[src/rtl/axi_lite_pkg.sv]
// rtl/axi_lite_pkg.sv - response codes and channel FSM states for the AXI4-Lite register file
package axi_lite_pkg;

  typedef logic [1:0] resp_t;

  localparam resp_t RESP_OKAY   = 2'b00;
  localparam resp_t RESP_SLVERR = 2'b10;

  typedef enum logic {WR_IDLE, WR_RESP} wr_state_t;
  typedef enum logic {RD_IDLE, RD_RESP} rd_state_t;

  function automatic resp_t resp_of(input logic ok);
    return ok ? RESP_OKAY : RESP_SLVERR;
  endfunction

endpackage

[src/rtl/axi_lite_wr_collect.sv]
// rtl/axi_lite_wr_collect.sv - holds AW and W beats independently and strobes commit once both are present
import axi_lite_pkg::*;

module axi_lite_wr_collect #(
  parameter int ADDR_W = 32,
  parameter int DATA_W = 32
) (
  input  logic                clk,
  input  logic                rst,
  input  logic                idle,
  input  logic [ADDR_W-1:0]   awaddr,
  input  logic                awvalid,
  output logic                awready,
  input  logic [DATA_W-1:0]   wdata,
  input  logic [DATA_W/8-1:0] wstrb,
  input  logic                wvalid,
  output logic                wready,
  output logic                commit,
  output logic [ADDR_W-1:0]   addr,
  output logic [DATA_W-1:0]   data,
  output logic [DATA_W/8-1:0] strb
);

  logic aw_got;
  logic w_got;

  assign awready = idle & ~aw_got;
  assign wready  = idle & ~w_got;
  assign commit  = idle & aw_got & w_got;

  always_ff @(posedge clk or negedge rst) begin
    if (!rst) begin
      aw_got <= 1'b0;
      w_got  <= 1'b0;
      addr   <= '0;
      data   <= '0;
      strb   <= '0;
    end else if (commit) begin
      aw_got <= 1'b0;
      w_got  <= 1'b0;
    end else begin
      if (awvalid && awready) begin
        aw_got <= 1'b1;
        addr   <= awaddr;
      end
      if (wvalid && wready) begin
        w_got <= 1'b1;
        data  <= wdata;
        strb  <= wstrb;
      end
    end
  end

endmodule

[src/rtl/axi_lite_regfile.sv]
// rtl/axi_lite_regfile.sv - AXI4-Lite slave register file with byte-lane writes and read-only protection
import axi_lite_pkg::*;

module axi_lite_regfile #(
  parameter int                ADDR_W   = 32,
  parameter int                DATA_W   = 32,
  parameter int                NUM_REGS = 16,
  parameter logic [NUM_REGS-1:0] RO_MASK = {NUM_REGS{1'b0}}
) (
  input  logic                       clk,
  input  logic                       rst,
  input  logic [ADDR_W-1:0]          awaddr,
  input  logic                       awvalid,
  output logic                       awready,
  input  logic [DATA_W-1:0]          wdata,
  input  logic [DATA_W/8-1:0]        wstrb,
  input  logic                       wvalid,
  output logic                       wready,
  output logic [1:0]                 bresp,
  output logic                       bvalid,
  input  logic                       bready,
  input  logic [ADDR_W-1:0]          araddr,
  input  logic                       arvalid,
  output logic                       arready,
  output logic [DATA_W-1:0]          rdata,
  output logic [1:0]                 rresp,
  output logic                       rvalid,
  input  logic                       rready,
  output logic [NUM_REGS*DATA_W-1:0] regs_o,
  output logic [NUM_REGS-1:0]        wr_pulse_o
);

  localparam int STRB_W = DATA_W / 8;
  localparam int LSB    = $clog2(STRB_W);

  wr_state_t wr_state, wr_next;
  rd_state_t rd_state, rd_next;

  logic                       commit;
  logic [ADDR_W-1:0]          c_addr;
  logic [DATA_W-1:0]          c_data;
  logic [STRB_W-1:0]          c_strb;
  logic [ADDR_W-1:0]          wr_sel;
  logic [ADDR_W-1:0]          rd_sel;
  logic [NUM_REGS-1:0]        wr_hit;
  logic                       wr_ok;
  logic                       rd_hit;
  logic [DATA_W-1:0]          rd_word;
  logic [NUM_REGS*DATA_W-1:0] regs_q;

  axi_lite_wr_collect #(
    .ADDR_W(ADDR_W),
    .DATA_W(DATA_W)
  ) u_wr_collect (
    .clk    (clk),
    .rst    (rst),
    .idle   (wr_state == WR_IDLE),
    .awaddr (awaddr),
    .awvalid(awvalid),
    .awready(awready),
    .wdata  (wdata),
    .wstrb  (wstrb),
    .wvalid (wvalid),
    .wready (wready),
    .commit (commit),
    .addr   (c_addr),
    .data   (c_data),
    .strb   (c_strb)
  );

  // Full-width index compare so out-of-range addresses never alias onto a real register.
  assign wr_sel = c_addr >> LSB;
  assign rd_sel = araddr >> LSB;

  always_comb begin
    wr_hit  = '0;
    wr_ok   = 1'b0;
    rd_hit  = 1'b0;
    rd_word = '0;
    for (int i = 0; i < NUM_REGS; i++) begin
      if (wr_sel == ADDR_W'(i)) begin
        wr_hit[i] = 1'b1;
        wr_ok     = ~RO_MASK[i];
      end
      if (rd_sel == ADDR_W'(i)) begin
        rd_hit  = 1'b1;
        rd_word = regs_q[i*DATA_W +: DATA_W];
      end
    end
  end

  always_ff @(posedge clk or negedge rst) begin
    if (!rst) begin
      wr_state <= WR_IDLE;
      rd_state <= RD_IDLE;
    end else begin
      wr_state <= wr_next;
      rd_state <= rd_next;
    end
  end

  always_comb begin
    wr_next = wr_state;
    case (wr_state)
      WR_IDLE: if (commit) wr_next = WR_RESP;
      WR_RESP: if (bready) wr_next = WR_IDLE;
      default: wr_next = WR_IDLE;
    endcase
  end

  always_comb begin
    rd_next = rd_state;
    case (rd_state)
      RD_IDLE: if (arvalid) rd_next = RD_RESP;
      RD_RESP: if (rready)  rd_next = RD_IDLE;
      default: rd_next = RD_IDLE;
    endcase
  end

  assign bvalid  = (wr_state == WR_RESP);
  assign arready = (rd_state == RD_IDLE);
  assign rvalid  = (rd_state == RD_RESP);
  assign regs_o  = regs_q;

  always_ff @(posedge clk or negedge rst) begin
    if (!rst) begin
      regs_q     <= '0;
      bresp      <= RESP_OKAY;
      wr_pulse_o <= '0;
    end else begin
      wr_pulse_o <= '0;
      if (commit) begin
        bresp <= resp_of(wr_ok);
        if (wr_ok) begin
          wr_pulse_o <= wr_hit;
          for (int i = 0; i < NUM_REGS; i++) begin
            for (int b = 0; b < STRB_W; b++) begin
              if (wr_hit[i] && c_strb[b]) begin
                regs_q[i*DATA_W + 8*b +: 8] <= c_data[8*b +: 8];
              end
            end
          end
        end
      end
    end
  end

  // Read data is sampled from the pre-edge array, so a same-edge commit is not visible yet.
  always_ff @(posedge clk or negedge rst) begin
    if (!rst) begin
      rdata <= '0;
      rresp <= RESP_OKAY;
    end else if (arvalid && arready) begin
      rdata <= rd_word;
      rresp <= resp_of(rd_hit);
    end
  end

endmodule

[config.mk]
export PLATFORM = sky130hd
export DESIGN_NAME = axi_lite_regfile
export DESIGN_NICKNAME = d
export VERILOG_FILES = /design/src/rtl/axi_lite_pkg.sv /design/src/rtl/axi_lite_wr_collect.sv /design/src/rtl/axi_lite_regfile.sv
export SDC_FILE = /design/constraint.sdc
export NUM_CORES = 1
export LEC_CHECK = 0
export CORE_MARGIN = 10
export CORE_UTILIZATION = 42
export CTS_CLUSTER_DIAMETER = 120
export DETAILED_ROUTE_END_ITERATION = 10
export GPL_TIMING_DRIVEN = 0
export PLACE_DENSITY = 0.74
export SETUP_SLACK_MARGIN = 0.5
export SYNTH_ARGS = -nofsm -noshare
export SYNTH_HDL_FRONTEND = slang
export SYNTH_HIERARCHICAL = 1
export SYNTH_SLANG_ARGS = --single-unit
export TNS_END_PERCENT = 50
[constraint.sdc]
create_clock -name clk -period 2.9 [get_ports clk]
set_input_delay 0.435 -clock clk [delete_from_list [all_inputs] [get_ports clk]]
set_output_delay 0.435 -clock clk [all_outputs]
set_load 0.01 [all_outputs]
Yosys cells after proc, flatten, opt, wreduce, memory -nomap -nowiden

Cells that the tools add are included.

Flip-flop bits (word level): 636
Input port bits: 107

Equal/unequal tests: 30
Multiplexer cells: 77
Bitwise operators: 9
Reduce and logical (&&, ||, !) cells: 137

Operators by type and width:

| cell                                            | number |
|---|---|
| two-way mux 32 bit                              | 16 |
| == test 30 x 4 -> 1 bit (second input constant) | 16 |
| == test 30 x 3 -> 1 bit (second input constant) | 8 |
| AND reduction 3 bit                             | 64 |
| == test 30 x 2 -> 1 bit (second input constant) | 4 |
| logical AND 1 bit                               | 67 |
| logical NOT 32 bit                              | 2 |
| == test 30 x 1 -> 1 bit (second input constant) | 2 |
| two-way mux 1 bit                               | 55 |
| two-way mux 16 bit                              | 2 |
| NOT 1 bit                                       | 5 |
| bitwise AND 1 bit                               | 4 |
| two-way mux 2 bit                               | 2 |
| case mux 1 bit (2 select lines)                 | 2 |
| AND reduction 2 bit                             | 2 |
| nonzero test 2 bit                              | 2 |

Logic depth before layout (Yosys ltp)

Gate-level depths: netlist of the first run.

Depth after elaboration: 19
Depth in mapped cells: 10
Gate-level depth less buffers: 7

Cells and area by module

Netlist of the first run, hierarchy kept.

Modules (own cells, without submodules):

| module              | times used | cells an instance | area each (um^2) | sequential area each (um^2) |
|---|---|---|---|---|
| axi_lite_regfile    | 1          | 2126              | 26260.2          | 14113.5 |
| axi_lite_wr_collect | 1          | 154               | 2771.4           | 1751.7 |

Worst setup path after synthesis of the first run

No wires, ideal clock.

Path kind: input to register
Start: input araddr[27]
End: register rdata[14]
Arrival: 2.369 ns
Data required time: 2.776 ns
Setup slack: 0.407 ns
Stages on the path: 8
Buffers on the path: 1
Cells stage by stage: or4_1 > nor3_2 > nand4_2 > buf_2 > or3_1 > o21ai_0 > a21oi_1 > or2_1

Word-level cells in the longest chain between the ends: 17

Ends and longest elaborated chain:

| what                              | line                    | text |
|---|---|---|
| start: declaration                | axi_lite_regfile.sv:22  | `input logic [ADDR_W-1:0] araddr,` |
| logical NOT 32 bit                | axi_lite_regfile.sv:85  | `if (rd_sel == ADDR_W'(i)) begin` |
| two-way mux 32 bit (15 in series) | axi_lite_regfile.sv:85  |  |
| two-way mux 32 bit (*)            | axi_lite_regfile.sv:85  |  |
| end signal: assignment            | axi_lite_regfile.sv:154 | `rdata <= rd_word;` |
| end: declaration                  | axi_lite_regfile.sv:25  | `output logic [DATA_W-1:0] rdata,` |

Mark *: on every way between the ends. The rest lies on a longest branch, timed or not.
A chain may end at the register's enable or synchronous reset.

Final worst setup path of the first run

Start: register u_wr_collect.addr[11]
End: register regs_q[53] (netlist: regs_o[53])

Word-level cells in the longest chain between the ends: 18

Ends and longest elaborated chain:

| what                              | line                      | text |
|---|---|---|
| start: declaration                | axi_lite_wr_collect.sv:19 | `output logic [ADDR_W-1:0] addr,` |
| start signal: assignment          | axi_lite_wr_collect.sv:44 | `addr <= awaddr;` |
| logical NOT 32 bit                | axi_lite_regfile.sv:81    | `if (wr_sel == ADDR_W'(i)) begin` |
| two-way mux 1 bit (16 in series)  | axi_lite_regfile.sv:81    |  |
| AND reduction 3 bit (no line) (*) | n/a                       |  |
| end signal: indexed assignment    | axi_lite_regfile.sv:139   | `regs_q[i*DATA_W + 8*b +: 8] <= c_data[8*b +: 8];` |
| end: declaration                  | axi_lite_regfile.sv:49    | `logic [NUM_REGS*DATA_W-1:0] regs_q;` |

Marked as above.

==> run metrics, run 1 <==
layout cells sized above 1=36.23%; unrepaired setup endpoints after global routing=yes; Num CTS Buffers=70; CTS clock-pin slew for the worst setup and hold paths=50 ps; Hold Path Sink=rvalid; Die H=282.6 um; Initial DRT Pass Iterations=6; outcome=complete, no violations; Final ANT Viol Nets=0; R2R cell count=9; vias in the first global route=26.34k; Relative slew margins=32.09%; # setup viols final=0; Worst setup SP type=flop; Static Leak=19.59 nW; Hold Path Class=in -> reg; Mapped Area=28960 um2; nets@finish=3278; Hold Fails Final Rpt=0; IO Port Bufs=668; # rows=96; Core Area=68470 um2; initial antenna violation count=14; clk sink count=632; first-pass GRT wire length=209.6 mm; Bufs on Longest Clock Path=3; DRT Wirelength=155.1 mm; worst hold start=rready; via count=25.96k; synthesized area per cell=12.72 um2; DRT iter0 DRCs=3142; Clk Latency, worst-skew pair=630 ps; gpl congestion=0.9828; crit path time final=2676 ps; Critical Path RT=3410 ps; CP Capture Type=flop; Layout area overhead=48.81%; Worst EP arrival=3180 ps; Max Cap Viol=0; critical path class=reg -> reg; reg2reg setup slack=220 ps; Final Slew Violations=0; total grt overflow=0; Setup Skew=24.72 ps; root buf cell=clkbuf_16; H-tree depth=3; period utilization=92.29%; post-detail-place hpwl=109.8 mm; Peak VDD IR=0.5159 mV; DIE WIDTH=282.6 um; yosys warns=6; fin util=62.94%; # IOs=676; Gate Count Post-Synth=2276; drt drc=0; R2R Path Start=u_wr_collect/addr[11]; Initial Util=42.30%; CTS tree=done; fmax=373.6 MHz; Pwr Density=555.5 nW/um2; # fillers=5168; Worst R2R End=regs_o[53]; largest net degree at the start of global routing=122; Hold WS=377.9 ps; Hold Path Cell Cnt=2; die area=79850 um2; WL/cell=37.76 um; Tightest Pin Transition=1019 ps; maximum fanout along the worst path=8; Vias/cell=6.320; Total GRT Usage=37.60%
==> cells in the final DEF (no fill, tap or decap), drive strengths merged, types with 12 or more instances in the layout <==
cell type,instances
a211oi,15
a21oi,45
a221o,12
a221oi,21
a222oi,20
a22oi,16
and2,14
buf,202
clkbuf,198
clkdlybuf4s50,645
clkinv,13
dfrtp,632
inv,32
mux2,606
mux2i,26
nand2,115
nand2b,27
nand3,19
nand4,12
nor2,136
nor3,46
nor4,24
o211ai,19
o21ai,92
o221ai,15
o22ai,29
o2bb2ai,12
or2,13
or3,15
==> sequential cells by signal (all words and copies together) (netlist names) <==
| register | count |
|---|---|
| bresp | 1 |
| bvalid | 1 |
| rdata | 32 |
| regs_o | 512 |
| rresp | 1 |
| rvalid | 1 |
| u_wr_collect/addr | 30 |
| u_wr_collect/aw_got | 1 |
| u_wr_collect/data | 32 |
| u_wr_collect/strb | 4 |
| u_wr_collect/w_got | 1 |
| wr_pulse_o | 16 |
==> stage by stage <==
step / cells / setup WS [ps] / total power [W] / cell area [um2] / setup TNS (ps)
after floorplan: 2277 / 472.8 / 0.01209 / 29000 / 0
after global placement: 3827 / -26330 / 0.01394 / 36790 / -
after detailed placement: 3834 / -2381 / 0.01407 / 36980 / -436240
after CTS: 4080 / 266.5 / 0.02367 / 42300 / 0
after global routing: 4105 / 165.6 / 0.02457 / 43090 / 0
final: 4108 / 223.6 / 0.02394 / 43090 / 0
==> routing by layer <==
| metal | track usage (%) | part of all wire, % | vias up |
|---|---|---|---|
| li1 | - | - | 10239 |
| met4 | 21.43 | 6.8 | 12 |
| met1 | 43.09 | 35 | 13233 |
| met2 | 58.41 | 45 | 1970 |
| met3 | 16.02 | 14 | 509 |
| met5 | 0.6871 | 0.044 | - |
==> critical path: stages, from the launching register on <==
cell and delay (ps):
dfrtp_1 420, nor4_4 380, nand2_2 140, or3_4 420, buf_12 160, nor4b_4 250, buf_6 210, buf_6 140
nand2_8 90, mux2_4 320
==> timing repair <==
item                                   CTS  global route
setup buffers                          121            22
hold buffers                             2             0
cloned                                   1             1
gates resized for setup                453           146
endpoints found under the hold margin   67             0
setup endpoints to repair              558           545
pin swaps                               70            35
==> worst max path at each step <==
stage	startpoint	endpoint	slack, ps	depth (start not counted)
after floorplan	araddr[7]	rdata[10]	470	7
after global placement	rst	regs_o[150]	-26330	1
after detailed placement	araddr[3]	rdata[29]	-2380	9
after CTS	u_wr_collect/addr[12]	regs_o[51]	270	9
after global routing	u_wr_collect/addr[11]	regs_o[53]	170	9
final	u_wr_collect/addr[11]	regs_o[53]	220	9
==> cell type report <==
| class | count | area, um2 | area share, % |
|---|---|---|---|
| Antenna cell | 5 | 12.51 | 0.02904 |
| Buffer | 143 | 1320 | 3.063 |
| Clock buffer | 101 | 2113 | 4.904 |
| Clock inverter | 21 | 274.0 | 0.6359 |
| Inverter | 30 | 112.6 | 0.2613 |
| Multi-Input combinational cell | 1472 | 13840 | 32.12 |
| Sequential cell | 632 | 15820 | 36.70 |
| Tap cell | 882 | 1104 | 2.561 |
| Timing Repair Buffer | 822 | 8502 | 19.73 |
==> power by group <==
group | switching (W) | internal (W)
Sequential | 0.000947 | 0.00941
Clock | 0.00382 | 0.00559
Combinational | 0.00262 | 0.00156
Total | 0.00738 | 0.0166
Power figures use the tool's default switching activity.
==> run 2, diff against run 1 <==
- CAP_MARGIN: not set -> 20
==> run metrics, run 2 (synthesis results as in run 1) <==
outcome=complete, no violations; Hold Fails Final Rpt=0; Reg area=15820 um2; Worst setup SP type=flop; Setup Skew=26.36 ps; nets@finish=3278; clk sink count=632; gpl congestion=0.9828; DIE WIDTH=282.6 um; max reg flops=512; Initial DRT Pass Iterations=6; worst hold start=rready; R2R cell count=9; R2R Path Start=u_wr_collect/addr[12]; multi-input logic area=13850 um2; post-detail-place hpwl=111.4 mm; Final ANT Viol Nets=0; Clk Latency, worst-skew pair=630 ps; Hold Path Class=in -> reg; Core Area=68470 um2; Sum Neg Setup Slack=0 ps; initial antenna violation count=9; die area=79850 um2; total grt overflow=0; largest net degree at the start of global routing=122; DRT Wirelength=154.5 mm; # rows=96; first-pass GRT wire length=208.4 mm; IO Port Bufs=668; Final Slew Violations=0; Critical Path RT=3400 ps; Static Leak=19.50 nW; Tightest Pin Transition=1232 ps; Relative slew margins=17.87%; unrepaired setup endpoints after global routing=yes; Peak VDD IR=0.5242 mV; Bufs on Longest Clock Path=3; fmax=370.7 MHz; maximum fanout along the worst path=8; Layout area overhead=48.33%; Pwr Density=551.8 nW/um2; period utilization=93.01%; Worst EP arrival=3200 ps; Initial Util=42.30%; reg2reg setup slack=200 ps; layout cells sized above 1=35.72%; # IOs=676; pre-CTS WS=-2046 ps; Hold Path Cell Cnt=2; root buf cell=clkbuf_16; Max Cap Viol=0; Num CTS Buffers=70; most frequent cells in the layout=clkdlybuf4s50_1 (649), dfrtp_1 (632), mux2_2 (531); most common cell after layout, fill and taps aside=clkdlybuf4s50_1; DRT iter0 DRCs=3160; WL/cell=37.59 um; CP Capture Type=flop; Hold Path Sink=rvalid; fin worst setup slack=202.6 ps; # fillers=5200; H-tree depth=3; vias in the first global route=26.26k; CTS clock-pin slew for the worst setup and hold paths=60 ps; # setup viols final=0; Worst R2R End=regs_o[49]; Die H=282.6 um; CTS tree=done; Vias/cell=6.279; via count=25.81k; drt drc=0; Total GRT Usage=37.44%; critical path class=reg -> reg; crit path time final=2697 ps
==> run 2: critical path, stage by stage (launching register included) <==
cell and delay (ps):
dfrtp_1 410, nor4_4 390, nand2_2 170, or3_4 430, buf_8 160, nor4b_4 270
buf_6 210, buf_6 140, nand2_8 100, mux2_2 290
==> run 2: report_power, final <==
part	internal [W]	switching (W)	total [W]	leakage [nW]
registers	0.00941	0.000949	0.0104	8.62
clock network	0.00526	0.00385	0.00911	1.15
logic	0.00158	0.00266	0.00424	9.73
==> run 2: routing by layer <==
metal / up-vias / wire (um) / part of all wire, % / global-route usage [%]
li1: 10241 / - / - / -
met2: 1844 / 69560 / 45 / 57.80
met3: 500 / 19720 / 13 / 16.21
met4: 8 / 9906 / 6.4 / 21.45
met5: - / 65 / 0.042 / 0
met1: 13220 / 55270 / 36 / 43.05
==> run 2: layout make-up <==
cell class,count,share of cell area [%]
clock buffer,106,4.964
clock inverter,20,0.3932
tap,882,2.569
antenna,4,0.02330
sequential,632,36.82
timing repair buffer,822,19.83
multi-input combinational,1472,32.25
buffer,143,2.895
inverter,30,0.2622
==> run 2: worst max path at each step <==
stage / from / endpoint / slack, ps / cells after the start
after floorplan: araddr[7] / rdata[10] / 470 / 7
after global placement: rst / regs_o[150] / -26330 / 1
after detailed placement: araddr[3] / rdata[29] / -2050 / 10
after CTS: u_wr_collect/addr[12] / regs_o[52] / 260 / 9
after global routing: u_wr_collect/addr[24] / regs_o[52] / 160 / 10
final: u_wr_collect/addr[12] / regs_o[49] / 200 / 9
==> run 2: repair_timing <==
action	4_1_cts	5_1_grt
gates cloned	2	0
setup endpoints to repair	558	541
hold buffers	2	0
pin swaps	76	16
setup buffers	103	23
gates resized for setup	433	117
hold endpoints to repair	67	0
==> run 2: per-stage QoR <==
| step | cells | total power, W | util [%] | area [um2] | hold WS, ps |
|---|---|---|---|---|---|
| after global placement | 3827 | 0.01394 | 53.74 | 36790 | 469.6 |
| after global routing | 4108 | 0.02432 | 62.73 | 42950 | 395.2 |
| after CTS | 4084 | 0.02337 | 61.56 | 42150 | 376.4 |
| after detailed placement | 3851 | 0.01411 | 54.32 | 37190 | 424.0 |
| final | 4111 | 0.02370 | 62.74 | 42950 | 387.3 |
| after floorplan | 2277 | 0.01209 | - | 29000 | 139.4 |
